<file path="src/rtl/ram_pair_scanner.sv">
// Single sweep over two 512x8 RAMs: per-RAM sums, equal-word count and max |RAM0-RAM1|.
// Drives only the shared read address; RAM data arrives one cycle after the address.
module ram_pair_scanner #(
   parameter int DEPTH      = 512,
   parameter int ADDR_WIDTH = 9,
   parameter int DATA_WIDTH = 8
) (
   input  logic                  CLOCK_50_I,
   input  logic                  resetn,
   input  logic                  start_i,
   input  logic [DATA_WIDTH-1:0] read_data0_i,
   input  logic [DATA_WIDTH-1:0] read_data1_i,
   output logic [ADDR_WIDTH-1:0] address_o,
   output logic                  busy_o,
   output logic                  done_o,
   output logic [16:0]           sum0_o,
   output logic [16:0]           sum1_o,
   output logic [9:0]            equal_count_o,
   output logic [DATA_WIDTH-1:0] max_abs_diff_o
);

   localparam int SUM_W = 17;
   localparam int CNT_W = 10;
   localparam logic [ADDR_WIDTH-1:0] LAST_ADDR = ADDR_WIDTH'(DEPTH - 1);

   typedef enum logic [1:0] {
      S_IDLE,
      S_FILL,
      S_SCAN,
      S_LAST
   } state_t;

   state_t                  state, state_n;
   logic [ADDR_WIDTH-1:0]   address_n;
   logic                    busy_n;
   logic                    done_n;
   logic                    acc_clr;
   logic                    acc_en;

   logic                    words_eq;
   logic [DATA_WIDTH-1:0]   abs_diff;

   always_comb begin
      state_n   = state;
      address_n = address_o;
      busy_n    = busy_o;
      done_n    = 1'b0;
      acc_clr   = 1'b0;
      acc_en    = 1'b0;
      case (state)
         S_IDLE: begin
            address_n = '0;
            if (start_i) begin
               acc_clr = 1'b1;
               busy_n  = 1'b1;
               state_n = S_FILL;
            end
         end
         // RAM latches address 0 here; nothing valid on q yet
         S_FILL: begin
            address_n = ADDR_WIDTH'(1);
            state_n   = S_SCAN;
         end
         // q holds the word for address_o-1
         S_SCAN: begin
            acc_en = 1'b1;
            if (address_o == LAST_ADDR) begin
               state_n = S_LAST;
            end else begin
               address_n = address_o + ADDR_WIDTH'(1);
            end
         end
         S_LAST: begin
            acc_en    = 1'b1;
            done_n    = 1'b1;
            busy_n    = 1'b0;
            address_n = '0;
            state_n   = S_IDLE;
         end
         default: begin
            state_n   = S_IDLE;
            address_n = '0;
            busy_n    = 1'b0;
         end
      endcase
   end

   always_comb begin
      words_eq = (read_data0_i == read_data1_i);
      abs_diff = (read_data0_i >= read_data1_i) ? (read_data0_i - read_data1_i)
                                                : (read_data1_i - read_data0_i);
   end

   always_ff @(posedge CLOCK_50_I) begin
      if (!resetn) begin
         state          <= S_IDLE;
         address_o      <= '0;
         busy_o         <= 1'b0;
         done_o         <= 1'b0;
         sum0_o         <= '0;
         sum1_o         <= '0;
         equal_count_o  <= '0;
         max_abs_diff_o <= '0;
      end else begin
         state     <= state_n;
         address_o <= address_n;
         busy_o    <= busy_n;
         done_o    <= done_n;
         if (acc_clr) begin
            sum0_o         <= '0;
            sum1_o         <= '0;
            equal_count_o  <= '0;
            max_abs_diff_o <= '0;
         end else if (acc_en) begin
            sum0_o <= sum0_o + SUM_W'(read_data0_i);
            sum1_o <= sum1_o + SUM_W'(read_data1_i);
            if (words_eq)
               equal_count_o <= equal_count_o + CNT_W'(1);
            if (abs_diff > max_abs_diff_o)
               max_abs_diff_o <= abs_diff;
         end
      end
   end

endmodule

</file>
<file path="config.mk">
export PLATFORM = sky130hd
export DESIGN_NAME = ram_pair_scanner
export DESIGN_NICKNAME = d
export VERILOG_FILES = /design/src/rtl/ram_pair_scanner.sv
export SDC_FILE = /design/constraint.sdc
export NUM_CORES = 1
export LEC_CHECK = 0
export ABC_AREA = 1
export BUFFER_PORTS_ARGS = -buffer_cell sky130_fd_sc_hd__buf_2
export CAP_MARGIN = 20
export CELL_PAD_IN_SITES_DETAIL_PLACEMENT = 1
export CELL_PAD_IN_SITES_GLOBAL_PLACEMENT = 2
export CORE_MARGIN = 2
export CORE_UTILIZATION = 31
export CTS_CLUSTER_SIZE = 16
export DETAILED_ROUTE_END_ITERATION = 10
export PLACE_DENSITY_LB_ADDON = 0.25
export SYNTH_ARGS = -nofsm -noshare
export SYNTH_HDL_FRONTEND = slang
export SYNTH_SLANG_ARGS = --single-unit
export TNS_END_PERCENT = 5
</file>
<file path="constraint.sdc">
create_clock -name CLOCK_50_I -period 2.9 [get_ports CLOCK_50_I]
set_clock_uncertainty 0.05 [all_clocks]
set_input_delay 0.29 -clock CLOCK_50_I [delete_from_list [all_inputs] [get_ports CLOCK_50_I]]
set_output_delay 0.29 -clock CLOCK_50_I [all_outputs]
set_load 0.1 [all_outputs]
</file>
Yosys cells after proc, flatten, opt, wreduce, memory -nomap -nowiden
Index checks and enable logic that the tools add are counted.
{ "totals": {"in_bits": 19, "register_bits": 65} }
{ "classes": {"n_lt_le_gt_ge": 2, "bitwise": 1, "muxes": 12, "n_reduce_logical": 9, "eq_ne": 8, "addsub": 6} }
{ "op_table": {"columns": ["cell", "count"], "rows": [
  ["$add 17x8->17", 2],
  ["$pmux 9 s3", 1],
  ["$sub 8x8->8", 2],
  ["$add 10x1->10 const B", 1],
  ["$add 9x1->9 const B", 1],
  ["$eq 9x9->1 const B", 1],
  ["$mux 9", 1],
  ["$eq 8x8->1", 1],
  ["$ge 8x8->1", 1],
  ["$gt 8x8->1", 1],
  ["$mux 8", 1],
  ["$pmux 2 s4", 1],
  ["$reduce_and 2->1", 4],
  ["$ne 2x2->1 const B", 3],
  ["$reduce_or 2->1", 3],
  ["$mux 1", 5],
  ["$eq 2x2->1 const B", 2],
  ["$mux 2", 2],
  ["$eq 2x1->1 const B", 1],
  ["$logic_not 2->1", 1],
  ["$pmux 1 s2", 1],
  ["$reduce_bool 2->1", 1],
  ["$not 1->1", 1]
]} }

Logic depth before layout (Yosys ltp)
{ "depth": {"word_depth": 4, "depth_mapped": 23} }

Worst setup path before layout
Ideal clock, no wire load.
{ "synth_timing": {"kind": "reg2reg", "start": "register address_o[0]", "end": "register address_o[3]", "path_slack_ps": 140, "setup_ps": 95, "path_stages_with_launch": 13, "t_arrival_ps": 2614, "synth_period_minus_slack_ps": 2760, "required_time_ps": 2755, "n_path_buf": 0, "path_cell_list": "dfxtp_1 > ha_1 > nand2_1 > nor2_1 > nand2_1 > inv_1 > nand3_1 > nor2_1 > ha_1 > nand2_1 > clkinv_1 > nand2_1 > a221oi_1"} }
{ "synth_via": {"elab_chain_len": 3, "word_cells_on_any_way": 5, "classes_between": "add/sub (1); eq/ne (2); mux (2)"} }
{ "synth_rtl": {"columns": ["item", "line", "source"], "rows": [
  ["from (decl)", "13", "output logic [ADDR_WIDTH-1:0] address_o,"],
  ["from (signal assigned)", "106", "address_o <= address_n;"],
  ["$add 9x1->9", "70", "address_n = address_o + ADDR_WIDTH'(1);"],
  ["$mux 9", "67", "if (address_o == LAST_ADDR) begin"],
  ["$pmux 9 s3", "50", "case (state)"]
]} }
Parallel ways exist; a longest one is shown, timed or not. The select of a mux whose other input is x is not followed.
A chain may end at the register's enable or synchronous reset.

Worst setup path in the final report
{ "layout_timing": {"start": "input read_data0_i[1]", "end": "register max_abs_diff_o[6]"} }
{ "layout_via": {"elab_chain_len": 4, "word_cells_on_any_way": 6, "classes_between": "add/sub (2); order compare (2); mux (1); reduce/logical (1)"} }
{ "layout_rtl": {"columns": ["item", "line", "source"], "rows": [
  ["from (decl)", "11", "input logic [DATA_WIDTH-1:0] read_data0_i,"],
  ["$sub 8x8->8, or another cell as far along", "91", ": (read_data1_i - read_data0_i);"],
  ["$mux 8 (*)", "90", "abs_diff = (read_data0_i >= read_data1_i) ? (read_data0_i - read_data1_i)"],
  ["net abs_diff[5]", "41", "logic [DATA_WIDTH-1:0] abs_diff;"],
  ["$gt 8x8->1 (*)", "119", "if (abs_diff > max_abs_diff_o)"],
  ["$reduce_and 2->1 (no source line) (*)", null, null],
  ["to (signal assigned)", "120", "max_abs_diff_o <= abs_diff;"],
  ["to (decl)", "19", "output logic [DATA_WIDTH-1:0] max_abs_diff_o"]
]} }
Mark *: on every way through the listed nets, which the timed path passes. The rest lies on a longest branch.

==> flow_metrics.tcl <==
set metrics [dict create \
    result_of_the_run "completed" \
    grt_overflow_total 0 \
    worst_slew_margin_rel_pct 66.4 \
    max-cap-violations 0 \
    grt_max_degree 35 \
    combinational_share_of_power_pct 55.4 \
    critical_path_s_most_frequent_cell "sky130_fd_sc_hd__nand2_1" \
    route.detailed.vias_per_inst 4.72 \
    report.power.total_mw 5.09 \
    cts_max_path_buffers 2 \
    place_area_sq_um 5700 \
    cts_made_buffers 9 \
    synth.ff_latch_count 65 \
    path_class "in2reg" \
    core_sq_um 15300 \
    fmax_mhz 369 \
    clock-root-buffer "sky130_fd_sc_hd__clkbuf_16" \
    worst-endpoint-arrival_ns 2.93 \
    async_flop_share_pct 0 \
    cell_internal_pwr_mw 2.43 \
    timing.critical_path.to_type "flop" \
    cts.sink_count 65 \
    postSynthCellCount 750 \
    fin_crit_ns 2.71 \
    gp_congestion 0.792 \
    timing.final.ws_setup_ns 0.191 \
    place_worst_setup_slack_ns -0.174 \
    wl_per_cell_microns 13.8 \
    worst-path-max-fanout 5 \
    clkTransAtPathRegs_ns 0.06 \
    netSwitchingFraction_pct 52.4 \
    critical_path.cell_chain "buf_2 > inv_1 > ha_1 > nand2_2 > nor2_8 > nand2_4 > nand3_1 > nor2_4 > nand3_1 > nand2_1 > inv_1 > ha_1 > nand2_1 > nor2_2 > nand2_1 > nand2_1 > nand2_1 > buf_4 > nand2_1 > nand2_1 > a21oi_1" \
    report.final.hold_viol_count 0 \
    post_cts.repair.setup_buffers 0 \
    placementRows 45 \
    pwr_density_cell_nw_per_um2 843 \
    cts_tree "yes" \
    drc 0 \
    io_buffers 81 \
    chipHeight_microns 130 \
    layout_common_cells "sky130_fd_sc_hd__nand2_1 (210), sky130_fd_sc_hd__inv_1 (111), sky130_fd_sc_hd__nor2_1 (84), sky130_fd_sc_hd__buf_2 (81), sky130_fd_sc_hd__dfxtp_1 (65)" \
    grt_pass1_wl_mm 24.5 \
    mostFrequentLayoutCell "sky130_fd_sc_hd__nand2_1" \
    drtIter0Drc 115 \
    tightestPinTransition_ns 0.507 \
    flow.area_growth_from_synthesis_pct 23.5 \
    number_of_nets_with_antenna_violations_after_detailed_routing 0 \
    dr_total_vias 5055 \
    drive_above_1_share_pct 17.8 \
    flop_pwr_share_pct 22.6 \
    design.portCount 82 \
    synth.avg_cell_area_sq_um 6.52 \
    synthesis.nets 820 \
    cts_max_level 3 \
    synth_ff_type "sky130_fd_sc_hd__dfxtp_1" \
    antenna-diode-count 0 \
    cpMaxStageDelayCell "sky130_fd_sc_hd__ha_1" \
    final.period_utilization_pct 93.4 \
    detailed_place_hpwl_mm 11.8 \
    power_frac_clock_pct 22.1 \
    critPathTopFamily "simple AND/OR/NAND/NOR gates" \
    synth_cell_types 43 \
    synth_sequential_area_ratio_pct 26.6 \
    die-width_microns 130 \
    finalInstanceArea_sq_um 6040 \
    final_setup_violation_count 0 \
    totalWireLength_mm 14.8 \
    data_required_time_of_the_critical_path_ns 3.12 \
    synth_enable_flop_cells 0 \
    startpoint_type "input pin" \
    drtPass1Iterations 4 \
    grt_pass1_vias 5237 \
    area_of_the_die_sq_um 16800 \
    final_max_slew_viol_count 0 \
    initial_utilization_pct 31.9 \
    holdCritPathClass "in2reg" \
    total_of_hold_buffers_inserted_after_clock_tree_synthesis 0 \
    critical_path.max_stage_delay_ns 0.36 \
    grt_antenna_before_repair 1 \
    groute.usage.overall_pct 18.3 \
    ys_warn_count 0 \
    vdd_ir_drop_max_uv 390 \
    final_net_count 926 \
    leakage_nw 3.13 \
    path_buf_inv 4 \
    post_synth_instance_area_sq_um 4890 \
    clk_latency_ns 0.34 \
    power.switching_mw 2.66 \
]
[metal layers]
| layer | global-route usage, % | wire length (microns) | vias up |
|---|---|---|---|
| met1 | 22.0 | 6890 | 2371 |
| met5 | 0 | 7 | - |
| met3 | 3.88 | 496 | 16 |
| li1 | - | - | 2603 |
| met2 | 32.8 | 7240 | 63 |
| met4 | 5.12 | 199 | 2 |
[cells in the mapped netlist, types with 2 or more instances]
cell                         n  area share (%)
sky130_fd_sc_hd__o21ai_0    19             1.9
sky130_fd_sc_hd__inv_1     111             8.5
sky130_fd_sc_hd__a211oi_1    4            0.61
sky130_fd_sc_hd__a21oi_1    59             6.0
sky130_fd_sc_hd__nor2_1     86             6.6
sky130_fd_sc_hd__a21o_1      2            0.31
sky130_fd_sc_hd__xnor2_1     4            0.72
sky130_fd_sc_hd__o21bai_1    2            0.31
sky130_fd_sc_hd__nor2_8      3             1.2
sky130_fd_sc_hd__clkbuf_1    2            0.15
sky130_fd_sc_hd__or2_2       3            0.38
sky130_fd_sc_hd__buf_6       2            0.46
sky130_fd_sc_hd__clkinv_1    3            0.23
sky130_fd_sc_hd__nor3_1      5            0.51
sky130_fd_sc_hd__nand2_1   210              16
sky130_fd_sc_hd__nand3_1    61             6.2
sky130_fd_sc_hd__nand2_4     3            0.69
sky130_fd_sc_hd__ha_1       47              12
sky130_fd_sc_hd__xor2_1      8             1.4
sky130_fd_sc_hd__fa_1        4             1.6
sky130_fd_sc_hd__nor3_4      2            0.67
sky130_fd_sc_hd__nand4_1    10             1.3
sky130_fd_sc_hd__nand2_2     2            0.26
sky130_fd_sc_hd__o211ai_1    3            0.46
sky130_fd_sc_hd__nand3b_1    2            0.31
sky130_fd_sc_hd__buf_2       9            0.92
sky130_fd_sc_hd__o21ai_2     2            0.36
sky130_fd_sc_hd__nand3_4     2            0.72
sky130_fd_sc_hd__dfxtp_1    65              27
sky130_fd_sc_hd__nor3b_1     2            0.31
[cells by family after synthesis]
logic type	synth area share [%]
fa+ha+maj	13.7
flops	26.6
simple gates	36.4
compound gates	10.7
buf+inv	10.4
xor+xnor	2.15
[layout make-up]
class                           count  area (sq um)
Clock buffer                        9           225
Clock inverter                      7          77.6
Fill cell                        2052          9280
Inverter                          115           432
Multi-Input combinational cell    557          3110
Sequential cell                    65          1300
Tap cell                          211           264
Timing Repair Buffer              108           624
[flip-flops by register name, summed over array words and instances, names as in the netlist]
register        flops
busy_o              1
sum1_o             17
sum0_o             17
address_o           9
done_o              1
state               2
max_abs_diff_o      8
equal_count_o      10
[through the flow]
step / util, % / TNS (ns) / hold slack [ns] / cells
4_1_cts: 39.2 / 0 / 0.171 / 1072
3_5_place_dp: 37.2 / -1.06 / 0.429 / 1056
2_1_floorplan: - / 0 / 0.338 / 750
6_report: 39.4 / 0 / 0.189 / 1072
5_1_grt: 39.4 / -0.285 / 0.196 / 1072
3_3_place_gp: 37.2 / -0.377 / 0.413 / 1056
[power by group through the flow]
stage | clock [mW] | combinational (mW) | sequential, mW
CTS | 1.18 | 2.81 | 1.15
detailed placement | 0 | 2.79 | 1.17
global placement | 0 | 2.71 | 1.16
floorplan | 0 | 1.31 | 2.02
global route | 1.20 | 3.09 | 1.17
finish | 1.12 | 2.82 | 1.15
[tightest hold or removal path, cell delays in order]
cell and delay, ns:
sky130_fd_sc_hd__buf_2 0.14, sky130_fd_sc_hd__nand2_1 0.07, sky130_fd_sc_hd__inv_1 0.03
[worst paths after layout]
path                                 start                             end  slack, ns  cells past startpoint
min reg2reg  equal_count_o[8]$_SDFFE_PP0P_   equal_count_o[8]$_SDFFE_PP0P_       0.43                      2
max reg2reg         sum0_o[0]$_SDFFE_PP0N_         sum0_o[12]$_SDFFE_PP0N_       0.61                     10
min                                 resetn               done_o$_SDFF_PN0_       0.19                      3
max                        read_data0_i[1]  max_abs_diff_o[6]$_SDFFE_PP0P_       0.19                     21
[timing repair]
action,in CTS,in global routing
endpoints found under the setup margin,0,8
resized for setup,0,10
hold endpoints to repair,0,0
Note: power is estimated with default switching activity, not from simulation.
